--- src/rtl/calc_pkg.sv ---
// -----------------------------------------------------------------------------
// calc_pkg
// Shared definitions for the calculator datapath blocks (multiplier, divider).
//   ANCHO_CALC      default operand width used by the arithmetic units.
//   mult_estados_t  state encoding of the shift-add multiplier FSM.
//   mult_iter_bits  width of a counter able to hold the value "ancho".
// -----------------------------------------------------------------------------
package calc_pkg;

    localparam int ANCHO_CALC = 16;

    typedef enum logic [2:0] {
        REPOSO    = 3'd0,
        CARGA     = 3'd1,
        SUMAR     = 3'd2,
        DESPLAZAR = 3'd3,
        FIN       = 3'd4
    } mult_estados_t;

    function automatic int mult_iter_bits(input int ancho);
        return $clog2(ancho + 1);
    endfunction

endpackage

--- src/rtl/multiplicador_if.sv ---
// -----------------------------------------------------------------------------
// multiplicador_if
// iniciar/terminado handshake plus operand/result bus of the multiplier.
//   iniciar        start request from the sequencer
//   multiplicando  operand A (ANCHO bits)
//   multiplicador  operand B (ANCHO bits)
//   producto       2*ANCHO-bit registered result
//   terminado      one-cycle done pulse
//   ocupado        block busy (not idle)
// Modports: master = operation sequencer, slave = multiplier.
// -----------------------------------------------------------------------------
interface multiplicador_if
    import calc_pkg::*;
#(
    parameter int ANCHO = ANCHO_CALC
) ();

    logic                   iniciar;
    logic [ANCHO-1:0]       multiplicando;
    logic [ANCHO-1:0]       multiplicador;
    logic [2*ANCHO-1:0]     producto;
    logic                   terminado;
    logic                   ocupado;

    modport master (
        output iniciar,
        output multiplicando,
        output multiplicador,
        input  producto,
        input  terminado,
        input  ocupado
    );

    modport slave (
        input  iniciar,
        input  multiplicando,
        input  multiplicador,
        output producto,
        output terminado,
        output ocupado
    );

endinterface

--- src/rtl/multiplicador.sv ---
// -----------------------------------------------------------------------------
// multiplicador
// Sequential unsigned shift-add multiplier. One multiplier bit is consumed
// every two clocks (SUMAR then DESPLAZAR); the 2*ANCHO-bit product is
// published in FIN together with a one-cycle terminado pulse.
//
// Ports:
//   clk  rising-edge clock
//   rst  asynchronous active-high reset
//   bus  multiplicador_if.slave : iniciar, multiplicando, multiplicador (in)
//                                 producto, terminado, ocupado (out)
//
// Optional build macro MULT_ZERO_BYPASS_EN: when defined, a zero operand
// seen in CARGA jumps straight to FIN with a zero accumulator. The result is
// the same either way; only the latency shortens.
// -----------------------------------------------------------------------------
module multiplicador
    import calc_pkg::*;
#(
    parameter int ANCHO = ANCHO_CALC
) (
    input  logic            clk,
    input  logic            rst,
    multiplicador_if.slave  bus
);

    localparam int IW = mult_iter_bits(ANCHO);

    mult_estados_t          state_reg;
    mult_estados_t          state_next;

    // acc = {carry, hi, lo}; lo starts as the multiplier and is shifted out
    // while the product grows into hi/lo from the top.
    logic [2*ANCHO:0]       acc_reg;
    logic [ANCHO-1:0]       mcand_reg;
    logic [IW-1:0]          iter_reg;
    logic [2*ANCHO-1:0]     producto_reg;
    logic                   terminado_reg;
    logic                   operando_cero;

`ifdef MULT_ZERO_BYPASS_EN
    assign operando_cero = (bus.multiplicando == '0) || (bus.multiplicador == '0);
`else
    assign operando_cero = 1'b0;
`endif

    // ---------------- state register ----------------
    always_ff @(posedge clk or posedge rst) begin
        if (rst) begin
            state_reg <= REPOSO;
        end else begin
            state_reg <= state_next;
        end
    end

    // ---------------- next-state logic ----------------
    always_comb begin
        state_next = state_reg;
        case (state_reg)
            REPOSO:    if (bus.iniciar) state_next = CARGA;
            CARGA:     state_next = operando_cero ? FIN : SUMAR;
            SUMAR:     state_next = DESPLAZAR;
            DESPLAZAR: state_next = (iter_reg == IW'(1)) ? FIN : SUMAR;
            FIN:       state_next = REPOSO;
            default:   state_next = REPOSO;
        endcase
    end

    // ---------------- datapath ----------------
    always_ff @(posedge clk or posedge rst) begin
        if (rst) begin
            acc_reg       <= '0;
            mcand_reg     <= '0;
            iter_reg      <= '0;
            producto_reg  <= '0;
            terminado_reg <= 1'b0;
        end else begin
            // terminado is only ever high in the cycle following FIN
            terminado_reg <= (state_reg == FIN);
            case (state_reg)
                CARGA: begin
                    if (operando_cero) begin
                        acc_reg <= '0;
                    end else begin
                        acc_reg <= {1'b0, {ANCHO{1'b0}}, bus.multiplicador};
                    end
                    mcand_reg <= bus.multiplicando;
                    iter_reg  <= IW'(ANCHO);
                end
                SUMAR: begin
                    // The carry bit is always zero here (cleared by the
                    // previous shift), so the (ANCHO+1)-bit sum cannot wrap.
                    if (acc_reg[0]) begin
                        acc_reg[2*ANCHO:ANCHO] <= {1'b0, acc_reg[2*ANCHO-1:ANCHO]}
                                                + {1'b0, mcand_reg};
                    end
                end
                DESPLAZAR: begin
                    acc_reg  <= acc_reg >> 1;
                    iter_reg <= iter_reg - IW'(1);
                end
                FIN: begin
                    producto_reg <= acc_reg[2*ANCHO-1:0];
                end
                default: begin
                end
            endcase
        end
    end

    assign bus.producto  = producto_reg;
    assign bus.terminado = terminado_reg;
    assign bus.ocupado   = (state_reg != REPOSO);

endmodule

--- src/flat_wrapper.sv ---
// flat-port wrapper written by rule: the top's interface ports become plain ports
module multiplicador_flat import calc_pkg::*;
#(
    parameter int ANCHO = ANCHO_CALC
)
  (clk, rst, bus_iniciar, bus_multiplicando, bus_multiplicador, bus_producto, bus_terminado, bus_ocupado);
  multiplicador_if #(.ANCHO(ANCHO)) bus_i ();
  input  logic clk;
  input  logic rst;
  input wire logic [$bits(bus_i.iniciar)-1:0] bus_iniciar;
  input wire logic [$bits(bus_i.multiplicando)-1:0] bus_multiplicando;
  input wire logic [$bits(bus_i.multiplicador)-1:0] bus_multiplicador;
  output wire logic [$bits(bus_i.producto)-1:0] bus_producto;
  output wire logic [$bits(bus_i.terminado)-1:0] bus_terminado;
  output wire logic [$bits(bus_i.ocupado)-1:0] bus_ocupado;
  assign bus_i.iniciar = bus_iniciar;
  assign bus_i.multiplicando = bus_multiplicando;
  assign bus_i.multiplicador = bus_multiplicador;
  assign bus_producto = bus_i.producto;
  assign bus_terminado = bus_i.terminado;
  assign bus_ocupado = bus_i.ocupado;
  multiplicador #(.ANCHO(ANCHO)) u_core (.clk(clk), .rst(rst), .bus(bus_i));
endmodule
--- config.mk ---
export PLATFORM = sky130hd
export DESIGN_NAME = multiplicador_flat
export DESIGN_NICKNAME = d
export VERILOG_FILES = /design/src/rtl/calc_pkg.sv /design/src/rtl/multiplicador_if.sv /design/src/rtl/multiplicador.sv /design/src/flat_wrapper.sv
export SDC_FILE = /design/constraint.sdc
export NUM_CORES = 1
export LEC_CHECK = 0
export CAP_MARGIN = 30
export CORE_MARGIN = 5
export CORE_UTILIZATION = 42
export CTS_CLUSTER_SIZE = 28
export DETAILED_ROUTE_END_ITERATION = 10
export SYNTH_ARGS = -nofsm -noshare
export SYNTH_HDL_FRONTEND = slang
export SYNTH_SLANG_ARGS = --single-unit
--- constraint.sdc ---
create_clock -name clk -period 8.08 [get_ports clk]
set_input_delay 0.808 -clock clk [delete_from_list [all_inputs] [get_ports clk]]
set_output_delay 0.808 -clock clk [all_outputs]
set_load 0.05 [all_outputs]
### Word level (Yosys, flattened, before mapping)

Cells that the tools add are included.

* register bits after elaboration: 90
* bits of input ports: 35
* output and inout bits: 34
* logic and storage cells: 28

* add/sub/neg operators: 2
* equality and inequality tests: 7
* muxes and demuxes: 7
* reductions and logical operators: 5

Operators with widths (count)
* $pmux W17 S3: 1
* $pmux W16 S2: 1
* $add A16 B16 Y17: 1
* $mux W17: 1
* $pmux W3 S4: 1
* $pmux W5 S2: 1
* $eq A3 B2 Y1 const B: 2
* $mux W3: 2
* $reduce_bool A3 Y1: 2
* $eq A5 B1 Y1 const B: 1
* $sub A5 B1 Y5 const B: 1
* $eq A3 B1 Y1 const B: 1
* $eq A3 B3 Y1 const B: 1
* $logic_not A3 Y1: 1
* $ne A2 B1 Y1 const B: 1
* $ne A2 B2 Y1 const B: 1
* $reduce_and A2 Y1: 1
* $reduce_bool A2 Y1: 1

### Logic depth before layout (Yosys ltp)

* depth in word-level cells: 3
* gate-level depth with buffers: 8
* gate-level depth less buffers: 8

### Worst setup path after synthesis

Ideal clock, no wire load.

* kind: register to register
* from: register u_core.acc_reg[16]
* to: register u_core.acc_reg[26]
* setup time: 0.131 ns
* arrival time: 2.041 ns
* required time: 7.949 ns
* slack: 5.908 ns
* stages on the path, launching flop included: 9
* buffers on the path: 0
* period minus slack after synthesis: 2.172 ns
* path through: dfrtp_1 > ha_1 > fa_1 > a211oi_2 > o21bai_2 > a2111oi_4 > o31ai_2 > xnor2_1 > o21ai_1

* longest elaborated chain between the ends: 3

Ends and longest elaborated chain
* start, declared: line multiplicador.sv:34 `logic [2*ANCHO:0] acc_reg;`
* start signal, assigned: line multiplicador.sv:85 `acc_reg <= {1'b0, {ANCHO{1'b0}}, bus.multiplicador};`
* start signal, assigned by index: line multiplicador.sv:94 `acc_reg[2*ANCHO:ANCHO] <= {1'b0, acc_reg[2*ANCHO-1:ANCHO]}`
* start signal, assigned: line multiplicador.sv:99 `acc_reg <= acc_reg >> 1;`
* $add A16 B16 Y17: line multiplicador.sv:95 `+ {1'b0, mcand_reg};`
* $mux W17: line multiplicador.sv:93 `if (acc_reg[0]) begin`
* $pmux W17 S3: line multiplicador.sv:80 `case (state_reg)`

Every way passes these cells. The select of a mux whose other input is x is not followed.
A chain may end at the register's enable or synchronous reset.

### Final worst setup path

* from: register u_core.state_reg[1]
* to: output port bus_ocupado

* longest elaborated chain between the ends: 1

Ends and longest elaborated chain
* start, declared: line multiplicador.sv:29 `mult_estados_t state_reg;`
* start signal, assigned: line multiplicador.sv:52 `state_reg <= state_next;`
* $reduce_bool A3 Y1: line multiplicador.sv:113 `assign bus.ocupado = (state_reg != REPOSO);`
* end, declared: line flat_wrapper.sv:15 `output wire logic [$bits(bus_i.ocupado)-1:0] bus_ocupado;`

Every way passes these cells.

==> results.yml <==
routing:
  drc: 0
  drtIter0Drc: 121
  drtAntennaViolNets: 0
  routed_wl_um: 9220
  drtPass1Iterations: 4
  vias: 3094
  viasPerCell: 5.289
  wl_per_cell_um: 15.76
clock_network:
  numCtsBuffers: 9
  cts_hold_buf: 0
  cts_sinks: 90
  clk_pin_slew_ns: 0.09
  clock-root-buffer: "clkbuf_8"
  cts_resized: 0
  cts_setup_buffers: 0
  clk_latency_ns: 0.35
  cts_tree: "built"
  cts_max_level: 3
  clk_path_buf_depth: 2
floorplan:
  pin_count: 69
  coreArea_sq_mm: 0.01037
  start_util_pct: 43.09
  rows: 37
  fp.dieW_um: 113.1
  die-area_sq_mm: 0.01280
  die_h_um: 113.1
placement:
  dp_hpwl_um: 6540
  post-place-ws_ns: 5.556
  io_buffer_count: 68
  place_inst: 569
  placedInstanceArea_sq_mm: 0.005244
  place_congestion: 0.7490
synth:
  syn_area_per_cell_sq_um: 11.76
  syn-num-nets: 434
  async_reset_ff_share_pct: 100.0
  synthCells: 380
  synth_edf_count: 0
  yosys_warnings: 0
  synth-seq-cells: 90
  synth_area_sq_mm: 0.004468
  synth-seq-area-share_pct: 50.41
  synth_flop_cell: "dfrtp_1"
  yosysUniqueCellTypes: 58
sta:
  hold_viol: 0
  slew_headroom_pct: 55.39
  fin_tns_setup_ns: 0
  tightest_slew_ns: 0.6683
  max_freq_mhz: 345.7
  setup_violations: 0
  final_max_slew_viol_count: 0
  setup_ws_ns: 5.187
  grt_setup_unrepaired: "no"
  fin_crit_sh_pct: 35.80
  min_period_ns: 2.893
  skew_ns: 0.01212
  hold_slack_ns: 0.4933
run_status:
  status: "finished clean"
cells_and_area:
  multi_input_area_sq_mm: 0.002064
  antenna_cells: 0
  largest_reg_flops: 33
  num-nets-final: 498
  fillers: 983
  final_cell_area_sq_mm: 0.005448
  fin_cells: 585
  mostFrequentLayoutCell: "dfrtp_1"
  area_growth_pct: 21.93
  drive_gt1_share_pct: 15.59
  mostFrequentLayoutCells: "dfrtp_1, clkdlybuf4s50_1, mux2_2"
  seqCellArea_sq_mm: 0.002252
setup_path:
  critical_path_class: "flop to primary output"
  rr_worst_depth: 8
  cp.arrival_ns: 2.08
  worstSetupEndpointType: "primary output"
  critPathLaunchType: "flop"
  required_ns: 7.27
  crit_path_max_fanout: 30
flow_run:
  drv_cap: 0
power:
  leakagePower_nw: 2.504
  vdd_drop_max_mv: 0.1514
  cellPowerDensity_mw_per_mm2: 366.4
global_routing:
  grt_pass1_vias: 3252
  grt_max_degree: 55
  grt_first_pass_wirelength_um: 16090
  antenna_found_initial: 0
  grt_overflow: 0
  track_usage_pct: 15.45
min_path:
  hp-class: "flop to flop"
  min_delay_path_depth: 1
-- synth_stat cells, types with 2 or more instances --
cell type  count  area (sq um)
a221oi_2       2         30.03
o21ai_1        8         40.04
nor2b_1        3         18.77
o21ai_0       27         135.1
mux2_1        10         112.6
clkbuf_1       5         18.77
ha_1          18         225.2
nand2_1       28         105.1
buf_6          3         33.78
a222oi_1       4         40.04
o211ai_1       2         15.01
nand3b_1       2         15.01
buf_2          9         45.04
a211oi_1       2         15.01
a21oi_1       13         65.06
nor3_1         4         20.02
nor2_1        12         45.04
nand4_1        4         25.02
and2_1         4         25.02
nand3_1        6         30.03
and3_1         2         12.51
xor2_1         5         43.79
mux2_2        39         439.2
a21o_1         5         37.54
mux2i_1       17         170.2
inv_1          8         30.03
xnor2_1        7         61.31
nand2b_1       2         12.51
nor3b_1        2         15.01
o21bai_1       2         15.01
a22oi_1        9         67.56
dfrtp_1       90          2252
-- path summary, 6_finish.rpt --
kind                            slack [ns]                               start                                 end
max in group asynchronous             6.13                                 rst      u_core.acc_reg[18]$_DFFE_PP0P_
min in group asynchronous             0.85                                 rst     u_core.mcand_reg[7]$_DFFE_PP0P_
worst min-delay path                  0.49  u_core.bus.producto[8]$_DFFE_PP0P_  u_core.bus.producto[8]$_DFFE_PP0P_
worst max register to register        5.73      u_core.acc_reg[16]$_DFFE_PP0P_      u_core.acc_reg[24]$_DFFE_PP0P_
worst max-delay path                  5.19     u_core.state_reg[1]$_DFFE_PP0P_                         bus_ocupado
worst min register to register        0.49  u_core.bus.producto[8]$_DFFE_PP0P_  u_core.bus.producto[8]$_DFFE_PP0P_
-- layout make-up --
class / count / share of cell area, %
clock buffer: 11 / 2.595
clock inverter: 5 / 1.148
inverter: 8 / 0.5742
multi-input combinational: 262 / 37.90
sequential: 90 / 41.34
tap: 136 / 3.124
timing repair buffer: 73 / 13.32
-- cells by family after synthesis --
kind of cell	count (synthesis)	synth area share (%)
muxes	66	16.16
adders and majority gates	19	5.489
buffers and inverters	28	3.388
AOI/OAI and AO/OA	88	13.58
DFF	90	50.41
and+or+nand+nor	77	8.625
xor gates and xnor gates	12	2.352
-- worst max-delay path: stages (launching register included) --
cell             delay (ns)
dfrtp_1                0.37
buf_4                  0.26
or3_1                  0.40
clkdlybuf4s50_1        0.71
-- power breakdown --
part	switching (mW)	leakage [nW]	internal (mW)
logic	0.554	1.24	0.413
registers	0.117	1.16	0.598
clock network	0.161	0.0962	0.153
-- metal layers --
layer / routed length, um / track usage, % / share of wire [%] / vias to the layer above
met4: 136 / 5.449 / 1.5 / 0
met1: 4661 / 22.52 / 51 / 1517
met2: 4170 / 23.54 / 45 / 52
met5: 0 / 0 / 0 / -
met3: 251 / 2.139 / 2.7 / 12
li1: - / - / - / 1513
-- stage by stage --
step	power, mW	utilization [%]
floorplan	1.479	-
global placement	1.671	50.42
detailed placement	1.696	50.57
CTS	2.015	52.53
global route	2.165	52.53
finish	1.996	52.53
Power figures use the tool's default switching activity.
